## src/rtl/usb_pkg.sv

```systemverilog
// ---------------------------------------------------------------------------
// usb_pkg
//   Shared definitions for the FT245-style USB FIFO blocks.
//   - usb_tx_state_e : 3-bit state encoding of usb_status_transmitter,
//                      also exported on state_out for the LEDs.
//   - USB_TX_HEADER  : first byte of every status frame.
//   - USB_TX_FRAME_LEN_CSUM / USB_TX_FRAME_LEN_PLAIN : frame lengths with
//                      and without the trailing checksum byte.
//   - usb_tx_checksum: XOR of header and both payload bytes.
// ---------------------------------------------------------------------------
package usb_pkg;

    typedef enum logic [2:0] {
        ST_IDLE     = 3'd0,
        ST_ARB      = 3'd1,
        ST_WAIT_TXE = 3'd2,
        ST_SETUP    = 3'd3,
        ST_STROBE   = 3'd4,
        ST_RECOVER  = 3'd5,
        ST_DONE     = 3'd6,
        ST_ABORT    = 3'd7
    } usb_tx_state_e;

    localparam logic [7:0] USB_TX_HEADER          = 8'hA5;
    localparam int         USB_TX_FRAME_LEN_CSUM  = 4;
    localparam int         USB_TX_FRAME_LEN_PLAIN = 3;

    function automatic logic [7:0] usb_tx_checksum(input logic [15:0] payload);
        return USB_TX_HEADER ^ payload[15:8] ^ payload[7:0];
    endfunction

endpackage

```

## src/rtl/sync_2ff.sv

```systemverilog
// ---------------------------------------------------------------------------
// sync_2ff
//   Two-flop synchronizer for a single asynchronous level (txe_n_raw,
//   rxf_n_raw). A change on d appears on q two clock edges later.
//   Ports:
//     clk     in  system clock
//     reset_n in  asynchronous active-low reset (both flops go to RESET_VAL)
//     d       in  asynchronous input level
//     q       out synchronized level
//   Parameter RESET_VAL: value held while in reset; 1 suits active-low
//   FIFO flags, so "not ready" is assumed until the pin has been sampled.
// ---------------------------------------------------------------------------
module sync_2ff #(
    parameter logic RESET_VAL = 1'b1
) (
    input  logic clk,
    input  logic reset_n,
    input  logic d,
    output logic q
);

    logic meta_d, meta_q;
    logic sync_d, sync_q;

    always_comb begin
        meta_d = d;
        sync_d = meta_q;
    end

    always_ff @(posedge clk or negedge reset_n) begin
        if (!reset_n) begin
            meta_q <= RESET_VAL;
            sync_q <= RESET_VAL;
        end else begin
            // NOTE: non-blocking so the second flop takes meta_q's pre-edge value.
            meta_q <= meta_d;
            sync_q <= sync_d;
        end
    end

    assign q = sync_q;

endmodule

```

## src/rtl/usb_status_transmitter.sv

```systemverilog
// ---------------------------------------------------------------------------
// usb_status_transmitter
//   Sends a short status frame (A5, payload[15:8], payload[7:0], optional
//   checksum) to the host through the FT245-style FIFO write path. It asks
//   for the shared data bus, waits for FIFO space on txe_n for every byte,
//   drives the byte, pulses wr_n low and lets the bus recover.
//
//   Build option: define USB_TX_CHECKSUM_EN for a 4-byte frame whose last
//   byte is A5 ^ payload[15:8] ^ payload[7:0]; otherwise the frame is
//   3 bytes and no checksum logic exists.
//
//   Ports:
//     clk             in   system clock (50 MHz)
//     reset_n         in   asynchronous active-low reset
//     send_req        in   one-cycle request; accepted only in IDLE
//     payload[15:0]   in   captured with an accepted send_req
//     txe_n_raw       in   FIFO space flag, active low, asynchronous
//     bus_grant       in   shared bus granted (looked at only in ARB)
//     bus_request     out  bus requested / held for the frame
//     data_bus_out    out  byte being written (00 when not driving)
//     data_out_enable out  drive enable for the shared data bus
//     wr_n            out  FIFO write strobe, active low
//     busy            out  frame in progress
//     done            out  one-cycle pulse on frame completion
//     timeout         out  one-cycle pulse when txe_n wait expires
//     state_out[2:0]  out  current state for the LEDs
//
//   All outputs are decoded from the state register alone, so asserting
//   reset_n drops them to their idle values in the same cycle and a strobe
//   in flight ends immediately.
// ---------------------------------------------------------------------------
module usb_status_transmitter
    import usb_pkg::*;
#(
    parameter int SETUP_CYCLES    = 2,
    parameter int WR_LOW_CYCLES   = 3,
    parameter int RECOVERY_CYCLES = 4,
    parameter int TXE_TIMEOUT     = 50000
) (
    input  logic        clk,
    input  logic        reset_n,
    input  logic        send_req,
    input  logic [15:0] payload,
    input  logic        txe_n_raw,
    input  logic        bus_grant,
    output logic        bus_request,
    output logic [7:0]  data_bus_out,
    output logic        data_out_enable,
    output logic        wr_n,
    output logic        busy,
    output logic        done,
    output logic        timeout,
    output logic [2:0]  state_out
);

`ifdef USB_TX_CHECKSUM_EN
    localparam int FRAME_LEN = USB_TX_FRAME_LEN_CSUM;
`else
    localparam int FRAME_LEN = USB_TX_FRAME_LEN_PLAIN;
`endif

    // One counter serves every timed state: it is cleared on each state
    // change, so it is sized for the longest interval.
    localparam int MAX_A   = (SETUP_CYCLES > WR_LOW_CYCLES) ? SETUP_CYCLES : WR_LOW_CYCLES;
    localparam int MAX_B   = (MAX_A > RECOVERY_CYCLES) ? MAX_A : RECOVERY_CYCLES;
    localparam int CNT_MAX = (MAX_B > TXE_TIMEOUT) ? MAX_B : TXE_TIMEOUT;
    localparam int CNT_W   = $clog2(CNT_MAX + 1);

    localparam logic [CNT_W-1:0] SETUP_LAST   = CNT_W'(SETUP_CYCLES - 1);
    localparam logic [CNT_W-1:0] WR_LOW_LAST  = CNT_W'(WR_LOW_CYCLES - 1);
    localparam logic [CNT_W-1:0] RECOVER_LAST = CNT_W'(RECOVERY_CYCLES - 1);
    localparam logic [CNT_W-1:0] TIMEOUT_LAST = CNT_W'(TXE_TIMEOUT - 1);
    localparam logic [CNT_W-1:0] CNT_ONE      = CNT_W'(1);
    localparam logic [1:0]       LAST_IDX     = 2'(FRAME_LEN - 1);

    usb_tx_state_e    state_d, state_q;
    logic [CNT_W-1:0] cnt_d, cnt_q;
    logic [1:0]       idx_d, idx_q;
    logic [15:0]      payload_d, payload_q;
    logic             txe_n_sync;
    logic [7:0]       cur_byte;

    sync_2ff #(
        .RESET_VAL (1'b1)
    ) u_txe_sync (
        .clk     (clk),
        .reset_n (reset_n),
        .d       (txe_n_raw),
        .q       (txe_n_sync)
    );

    // ---------------- next-state logic ----------------
    always_comb begin
        // NOTE: every output of this block gets a default first, so no path infers a latch.
        state_d   = state_q;
        cnt_d     = cnt_q;
        idx_d     = idx_q;
        payload_d = payload_q;

        case (state_q)
            ST_IDLE: begin
                if (send_req) begin
                    payload_d = payload;
                    idx_d     = '0;
                    state_d   = ST_ARB;
                end
            end
            ST_ARB: begin
                if (bus_grant) begin
                    cnt_d   = '0;
                    state_d = ST_WAIT_TXE;
                end
            end
            ST_WAIT_TXE: begin
                // FIFO space wins over an expiry landing in the same cycle.
                if (!txe_n_sync) begin
                    cnt_d   = '0;
                    state_d = ST_SETUP;
                end else if (cnt_q == TIMEOUT_LAST) begin
                    cnt_d   = '0;
                    state_d = ST_ABORT;
                end else begin
                    cnt_d = cnt_q + CNT_ONE;
                end
            end
            ST_SETUP: begin
                if (cnt_q == SETUP_LAST) begin
                    cnt_d   = '0;
                    state_d = ST_STROBE;
                end else begin
                    cnt_d = cnt_q + CNT_ONE;
                end
            end
            ST_STROBE: begin
                if (cnt_q == WR_LOW_LAST) begin
                    cnt_d   = '0;
                    state_d = ST_RECOVER;
                end else begin
                    cnt_d = cnt_q + CNT_ONE;
                end
            end
            ST_RECOVER: begin
                if (cnt_q == RECOVER_LAST) begin
                    cnt_d = '0;
                    if (idx_q == LAST_IDX) begin
                        state_d = ST_DONE;
                    end else begin
                        idx_d   = idx_q + 2'd1;
                        state_d = ST_WAIT_TXE;
                    end
                end else begin
                    cnt_d = cnt_q + CNT_ONE;
                end
            end
            ST_DONE,
            ST_ABORT: state_d = ST_IDLE;
            default:  state_d = ST_IDLE;
        endcase
    end

    always_ff @(posedge clk or negedge reset_n) begin
        if (!reset_n) begin
            state_q   <= ST_IDLE;
            cnt_q     <= '0;
            idx_q     <= '0;
            payload_q <= '0;
        end else begin
            state_q   <= state_d;
            cnt_q     <= cnt_d;
            idx_q     <= idx_d;
            payload_q <= payload_d;
        end
    end

    // ---------------- frame byte select ----------------
    always_comb begin
        case (idx_q)
            2'd0:    cur_byte = USB_TX_HEADER;
            2'd1:    cur_byte = payload_q[15:8];
            2'd2:    cur_byte = payload_q[7:0];
`ifdef USB_TX_CHECKSUM_EN
            2'd3:    cur_byte = usb_tx_checksum(payload_q);
`endif
            default: cur_byte = USB_TX_HEADER;
        endcase
    end

    // ---------------- state-decoded outputs ----------------
    always_comb begin
        bus_request     = 1'b0;
        busy            = 1'b0;
        data_out_enable = 1'b0;
        wr_n            = 1'b1;
        done            = 1'b0;
        timeout         = 1'b0;

        case (state_q)
            ST_ARB, ST_WAIT_TXE: begin
                bus_request = 1'b1;
                busy        = 1'b1;
            end
            ST_SETUP, ST_RECOVER: begin
                bus_request     = 1'b1;
                busy            = 1'b1;
                data_out_enable = 1'b1;
            end
            ST_STROBE: begin
                bus_request     = 1'b1;
                busy            = 1'b1;
                data_out_enable = 1'b1;
                wr_n            = 1'b0;
            end
            ST_DONE:  done    = 1'b1;
            ST_ABORT: timeout = 1'b1;
            default: ;
        endcase

        // The byte is held from SETUP through RECOVER; the bus reads 00 otherwise.
        data_bus_out = data_out_enable ? cur_byte : 8'h00;
        state_out    = state_q;
    end

endmodule
```

## config.mk

```make
export PLATFORM = sky130hd
export DESIGN_NAME = usb_status_transmitter
export DESIGN_NICKNAME = d
export VERILOG_FILES = /design/src/rtl/usb_pkg.sv /design/src/rtl/sync_2ff.sv /design/src/rtl/usb_status_transmitter.sv
export SDC_FILE = /design/constraint.sdc
export NUM_CORES = 1
export LEC_CHECK = 0
export CAP_MARGIN = 30
export CORE_MARGIN = 2
export CORE_UTILIZATION = 48
export DETAILED_ROUTE_END_ITERATION = 10
export GPL_TIMING_DRIVEN = 0
export PLACE_DENSITY = 0.73
export RECOVER_POWER = 100
export SLEW_MARGIN = 20
export SYNTH_ARGS = -nofsm -noshare
export SYNTH_HDL_FRONTEND = slang
export SYNTH_HIERARCHICAL = 1
export SYNTH_SLANG_ARGS = --single-unit
```

## constraint.sdc

```tcl
create_clock -name clk -period 2.1 [get_ports clk]
set_clock_uncertainty 0.05 [all_clocks]
set_input_delay 0.315 -clock clk [delete_from_list [all_inputs] [get_ports clk]]
set_output_delay 0.315 -clock clk [all_outputs]
set_load 0.005 [all_outputs]
```

==> impl_metrics.csv, run 1 <==
group,metric,value,unit
floorplan,die_area,0.00526,mm^2
cts,clkTransAtPathRegs,80,ps
synth,synth_top_family_by_area,"simple AND/OR/NAND/NOR gates",
synth,postSynthAreaPerCell,9.40,um^2
placed_design,dpl.hpwl,3810,um
placed_design,dpl_cell_area,0.00275,mm^2
power,switchingPower,1.64,mW
synth,yosys.area_share.simple,23.5,%
timing,timing.final.crit_share,111,%
finish,drive_above_1_share,32.5,%
timing,setup_viol_count_final,33,
power,p_per_area,1270,mW/mm^2
routing,wire_per_inst,17.4,um
finish,utilization,72.0,%
synth,yosysWarningCount,6,
grt,grt_pass1_vias,2013,
floorplan,die_w,72.6,um
synth,ys_ff_latch,39,
placed_design,place.gp.congestion,0.836,
cts,numCtsBuffers,5,
critical_path,required,2230,ps
grt,track_usage,23.9,%
critical_path,crit_type,"reg -> reg",
timing,slew_headroom,20.5,%
synth,synthFlopType,"dfrtp_1",
floorplan,ios,38,
synth,syn_nets,266,
routing,routed_wl,6230,um
routing,vias,2133,
timing,finalSetupTns,-4050,ps
finish,area_growth,41.9,%
floorplan,design.core.area,0.00444,mm^2
grt,grt_max_degree,24,
job,cap_violations,0,
cts,cts_tree,"yes",
routing,drc,0,
finish,multi_input_area,0.00139,mm^2
placed_design,dp_slack,-279,ps
routing,ant_nets,0,
synth,synth-seq-area-share,43.4,%
critical_path,crit_fanout,5,
timing,hold_violations,0,
synth,syn_inst,240,
grt,grt_overflow_total,0,
timing,clock.fmax,0.430,GHz
placed_design,port_buffers,37,
synth,synth_cell_types,46,
cts,cts_max_path_buffers,2,
finish,instances_no_fill,357,
synth,yosys.area_share.adder,2.77,%
finish,seq_area,987,um^2
finish,finalInstanceArea,0.00320,mm^2
timing,rsz0062_at_grt,"true",
power,p_sw_share,40.2,%
power,seqPwrFrac,29.4,%
cts,clkLatencyLatePin,300,ps
synth,synthMuxAreaShare,8.93,%
power,leakagePower,1.35,nW
synth,synth-edff-count,0,
critical_path,critPathLaunchType,"register",
floorplan,dieHeight,72.6,um
synth,synth_area,0.00226,mm^2
routing,detail_route.vias_per_cell,5.97,
critical_path,endpoint_kind,"register",
power,p_total,4.08,mW
cts,clk_root_buffer_cell,"clkbuf_8",
timing,slew_viol_final,0,
power,p_clk_share,13.6,%
hold_path,hold_path.class,"reg -> reg",
timing,period_needed,2320,ps
routing,drtPass1Iterations,4,
critical_path,crit_arrival,2450,ps
run_status,status,"finished with violations",
finish,fin_nets,330,
run_status,violations,"setup timing",
grt,antenna_found_initial,0,
synth,synth_compound_area_share,15.8,%
power,combPwrFrac,56.9,%
timing,hold_ws,310,ps
power,internal_power,2.44,mW
cts,cts_htree_levels,2,
floorplan,start_util,50.8,%
routing,drtIter0Drc,146,
cts,clock_sinks,39,
timing,setup_slack,-223,ps
finish,fillers,338,
power,worst_ir_drop_vdd,0.659,mV
synth,synth-xor-area-share,1.16,%
floorplan,core.rowCount,24,
synth,async_flop_share,100,%
grt,grt_pass1_wl,9680,um
timing,worstMarginPinSlew,1190,ps
placed_design,dpl.cell_count,330,
finish,diodes,0,
-- routing by layer --
metal  part of all wire [%]  vias up  GRT usage (%)
met5                      0        -              0
met4                    1.6        0           10.3
met3                    5.9       10           3.75
met2                     48       82           37.7
met1                     44     1037           32.8
li1                       -     1004              -
-- layout make-up --
type | count | share of cell area (%)
clock buffer | 6 | 2.58
multi-input combinational | 178 | 43.3
tap | 52 | 2.03
inverter | 6 | 0.703
buffer | 10 | 2.23
clock inverter | 2 | 0.508
timing repair buffer | 64 | 17.8
sequential | 39 | 30.8
-- flip-flops by register name, summed over array words and instances, names as in the netlist --
signal / count
u_txe_sync/q: 1
u_txe_sync/meta_q: 1
state_out: 3
idx_q: 2
cnt_q: 16
payload_q: 16
-- layout by cell type (no fill, tap or decap), types with 3 or more instances in the layout --
master and instances:
clkbuf_8 6, inv_1 6, ha_4 3, a221oi_2 4
or4_4 3, mux2_2 17, nor2_1 20, dfrtp_1 30
dlygate4sd2_1 6, dfrtp_2 7, clkdlybuf4s50_1 25, o21ai_0 8
nand2_1 32, clkbuf_1 4, o31ai_1 4, a21oi_1 3
nor3_1 10, or3_1 3, nand3_1 7, buf_4 20
clkbuf_2 3, a22oi_1 4, and2_1 5, o211ai_1 5
buf_6 7, dlygate4sd3_1 3
-- Yosys cell counts, types with 2 or more instances --
master / n / area, um^2
dfrtp_1: 37 / 926
nand2_1: 33 / 124
nor2_1: 20 / 75.1
mux2_2: 17 / 191
clkbuf_1: 11 / 41.3
nor3_1: 11 / 55.1
o21ai_0: 9 / 45.0
nand3_1: 7 / 35.0
and2_1: 6 / 37.5
inv_1: 6 / 22.5
a21oi_1: 5 / 25.0
a221oi_1: 5 / 43.8
ha_1: 5 / 62.6
o211ai_1: 5 / 37.5
o31ai_1: 5 / 37.5
a22oi_1: 4 / 30.0
buf_4: 4 / 30.0
or3_1: 4 / 25.0
or4_1: 4 / 30.0
nor2b_1: 3 / 18.8
o32ai_1: 3 / 26.3
a211oi_1: 2 / 15.0
and3_1: 2 / 12.5
buf_1: 2 / 7.51
dfstp_2: 2 / 52.6
nand2b_1: 2 / 12.5
nand3b_1: 2 / 15.0
nand4_1: 2 / 12.5
nor4_1: 2 / 12.5
o22ai_1: 2 / 12.5
o41ai_1: 2 / 17.5
xnor2_1: 2 / 17.5
-- worst max-delay path, cell delays in order, from the launching register on --
cell,delay [ps]
dfrtp_2,450
or4_4,530
nor4_4,350
a21oi_2,130
buf_4,160
nor3_4,250
buf_4,190
o21ai_0,90
-- power groups by stage --
stage	Combinational (mW)	Clock, mW	Sequential, mW
5_1_grt	2.50	0.595	1.23
3_3_place_gp	1.67	0	1.19
6_report	2.32	0.557	1.20
3_5_place_dp	1.71	0	1.20
4_1_cts	1.97	0.564	1.17
2_1_floorplan	1.08	0	1.14
-- logic make-up after synthesis --
family | Yosys count
DFF | 39
AOI/OAI and AO/OA | 49
xor gates and xnor gates | 3
and+or+nand+nor | 103
buffers and inverters | 23
muxes | 18
adders and majority gates | 5
-- final timing paths --
path                                    from  depth (start not counted)           endpoint  slack (ps)
setup / recovery                    cnt_q[8]                          7          cnt_q[14]        -220
hold / removal             u_txe_sync/meta_q                          0       u_txe_sync/q         310
setup reg to reg                    cnt_q[8]                          7          cnt_q[14]        -220
hold reg to reg            u_txe_sync/meta_q                          0       u_txe_sync/q         310
max in group asynchronous            reset_n                          3  u_txe_sync/meta_q         170
min in group asynchronous            reset_n                          2           idx_q[1]         760
-- timing repair --
item	in CTS	in global routing
setup endpoints to repair	43	43
setup buffers	13	10
pin swaps	11	10
gates cloned	0	2
hold buffers	1	0
hold endpoints to repair	22	0
resized for setup	38	31
Power figures use the tool's default switching activity.
==> run 2, diff against run 1 <==
--- a/config.mk
+++ b/config.mk
@@ -10,6 +10,7 @@
 export CORE_UTILIZATION = 48
 export DETAILED_ROUTE_END_ITERATION = 10
 export GPL_TIMING_DRIVEN = 0
+export MAX_ROUTING_LAYER = met4
 export PLACE_DENSITY = 0.73
 export RECOVER_POWER = 100
 export SLEW_MARGIN = 20
==> impl_metrics.csv, run 2 (synthesis results as in run 1) <==
group,metric,value,unit
floorplan,die_area,0.00526,mm^2
run_status,status,"finished with violations",
power,p_sw_share,40.3,%
critical_path,crit_path_top_delay_cell,"or4_4",
cts,cts_tree,"yes",
timing,period_needed,2350,ps
routing,top_layer,"met4",
critical_path,crit_arrival,2480,ps
power,p_per_area,1280,mW/mm^2
cts,clkTransAtPathRegs,80,ps
critical_path,required,2230,ps
timing,worstMarginPinSlew,1210,ps
placed_design,port_buffers,37,
routing,drc,0,
critical_path,max_stage_delay,540,ps
placed_design,dpl.hpwl,3810,um
power,combPwrFrac,57.1,%
routing,met2_length,3030,um
power,worst_ir_drop_vdd,0.658,mV
routing,ant_nets,0,
timing,clock.fmax,0.426,GHz
power,seqPwrFrac,29.3,%
timing,setup_viol_count_final,32,
placed_design,dp_slack,-279,ps
floorplan,design.core.area,0.00444,mm^2
timing,slew_headroom,19.1,%
floorplan,core.rowCount,24,
grt,track_usage,24.6,%
critical_path,endpoint_kind,"register",
floorplan,die_w,72.6,um
grt,grt_overflow_total,0,
cts,cts_max_path_buffers,2,
floorplan,dieHeight,72.6,um
routing,drtPass1Iterations,4,
finish,final_cell_mix,"nand2_1 (32), dfrtp_1 (30), clkdlybuf4s50_1 (25), nor2_1 (20), buf_4 (20)",
routing,wl_met3,358,um
finish,drive_above_1_share,32.5,%
job,cap_violations,0,
timing,timing.final.crit_share,112,%
routing,drtIter0Drc,165,
grt,grt_pass1_wl,9680,um
timing,setup_slack,-248,ps
power,leakagePower,1.35,nW
routing,vias,2180,
routing,wire_per_inst,17.6,um
floorplan,start_util,50.8,%
power,internal_power,2.44,mW
cts,clk_root_buffer_cell,"clkbuf_8",
finish,diodes,0,
critical_path,crit_type,"reg -> reg",
routing,wl_met1,2780,um
grt,antenna_found_initial,0,
finish,instances_no_fill,357,
run_status,violations,"setup timing",
finish,area_growth,41.9,%
power,p_clk_share,13.6,%
placed_design,place.gp.congestion,0.849,
finish,fin_nets,330,
critical_path,crit_fanout,5,
floorplan,ios,38,
routing,detail_route.vias_per_cell,6.11,
hold_path,hold_path.class,"reg -> reg",
grt,grt_max_degree,24,
grt,grt_pass1_vias,2014,
cts,clkLatencyLatePin,300,ps
timing,slew_viol_final,0,
routing,routed_wl,6300,um
critical_path,critPathLaunchType,"register",
finish,final_common_cell,"nand2_1",
critical_path,crit_path_frequent_cell,"buf_4",
power,switchingPower,1.65,mW
cts,clock_sinks,39,
timing,hold_violations,0,
placed_design,dpl.cell_count,330,
cts,cts_htree_levels,2,
cts,numCtsBuffers,5,
timing,finalSetupTns,-4500,ps
critical_path,path_cells,"or4_4 > nor4_4 > a21oi_2 > buf_4 > nor3_4 > buf_4 > o21ai_0",
timing,rsz0062_at_grt,"true",
-- run 2: final cells by class --
class | count | area, um^2
flip-flops and latches | 39 | 987
multi-input cells | 178 | 1390
well taps | 52 | 65.1
repair buffers | 64 | 571
inverters | 6 | 22.5
plain buffers | 10 | 71.3
clock buffers | 6 | 82.6
fillers | 338 | 1240
clock inverters | 2 | 16.3
-- run 2: worst paths after layout --
| kind | start | to | slack (ps) | cells after the start |
|---|---|---|---|---|
| max | cnt_q[8] | cnt_q[15] | -250 | 7 |
| max reg2reg | cnt_q[8] | cnt_q[15] | -250 | 7 |
| min reg2reg | u_txe_sync/meta_q | u_txe_sync/q | 310 | 0 |
| min in group asynchronous | reset_n | idx_q[1] | 770 | 2 |
| min | u_txe_sync/meta_q | u_txe_sync/q | 310 | 0 |
| max in group asynchronous | reset_n | u_txe_sync/meta_q | 150 | 3 |
-- run 2: metrics by stage --
stage	power (mW)	utilization [%]	hold WS [ps]	area, um^2
floorplan	2.23	-	-30.6	2290
global placement	2.86	61.3	296	2720
detailed placement	2.91	61.8	280	2750
CTS	3.71	68.6	312	3050
global route	4.32	72.0	313	3200
finish	4.09	72.0	311	3200
-- run 2: power groups by stage --
stage | combinational (mW) | sequential (mW) | clock, mW
3_5_place_dp | 1.71 | 1.20 | 0
3_3_place_gp | 1.67 | 1.19 | 0
5_1_grt | 2.50 | 1.23 | 0.595
4_1_cts | 1.97 | 1.17 | 0.564
6_report | 2.33 | 1.20 | 0.556
2_1_floorplan | 1.08 | 1.14 | 0
-- run 2: worst max-delay path, delay by kind of cell (launching register included) --
kind                   cells  cell delay (ps)
AND/OR/NAND/NOR            3             1150
buffers and inverters      2              360
flip-flops                 1              450
AO/OA/AOI/OAI              2              220
-- run 2: layer usage --
metal | GRT usage, % | up-vias
met5 | - | -
met4 | 10.3 | 0
met3 | 3.75 | 16
met2 | 37.7 | 81
met1 | 32.8 | 1079
li1 | - | 1004
-- run 2: repair_timing --
item	in CTS	in global routing
endpoints found under the hold margin	22	0
resized for setup	38	31
hold buffers	1	0
setup buffers	13	10
pin swaps	11	10
cloned	0	2
setup endpoints to repair	43	43
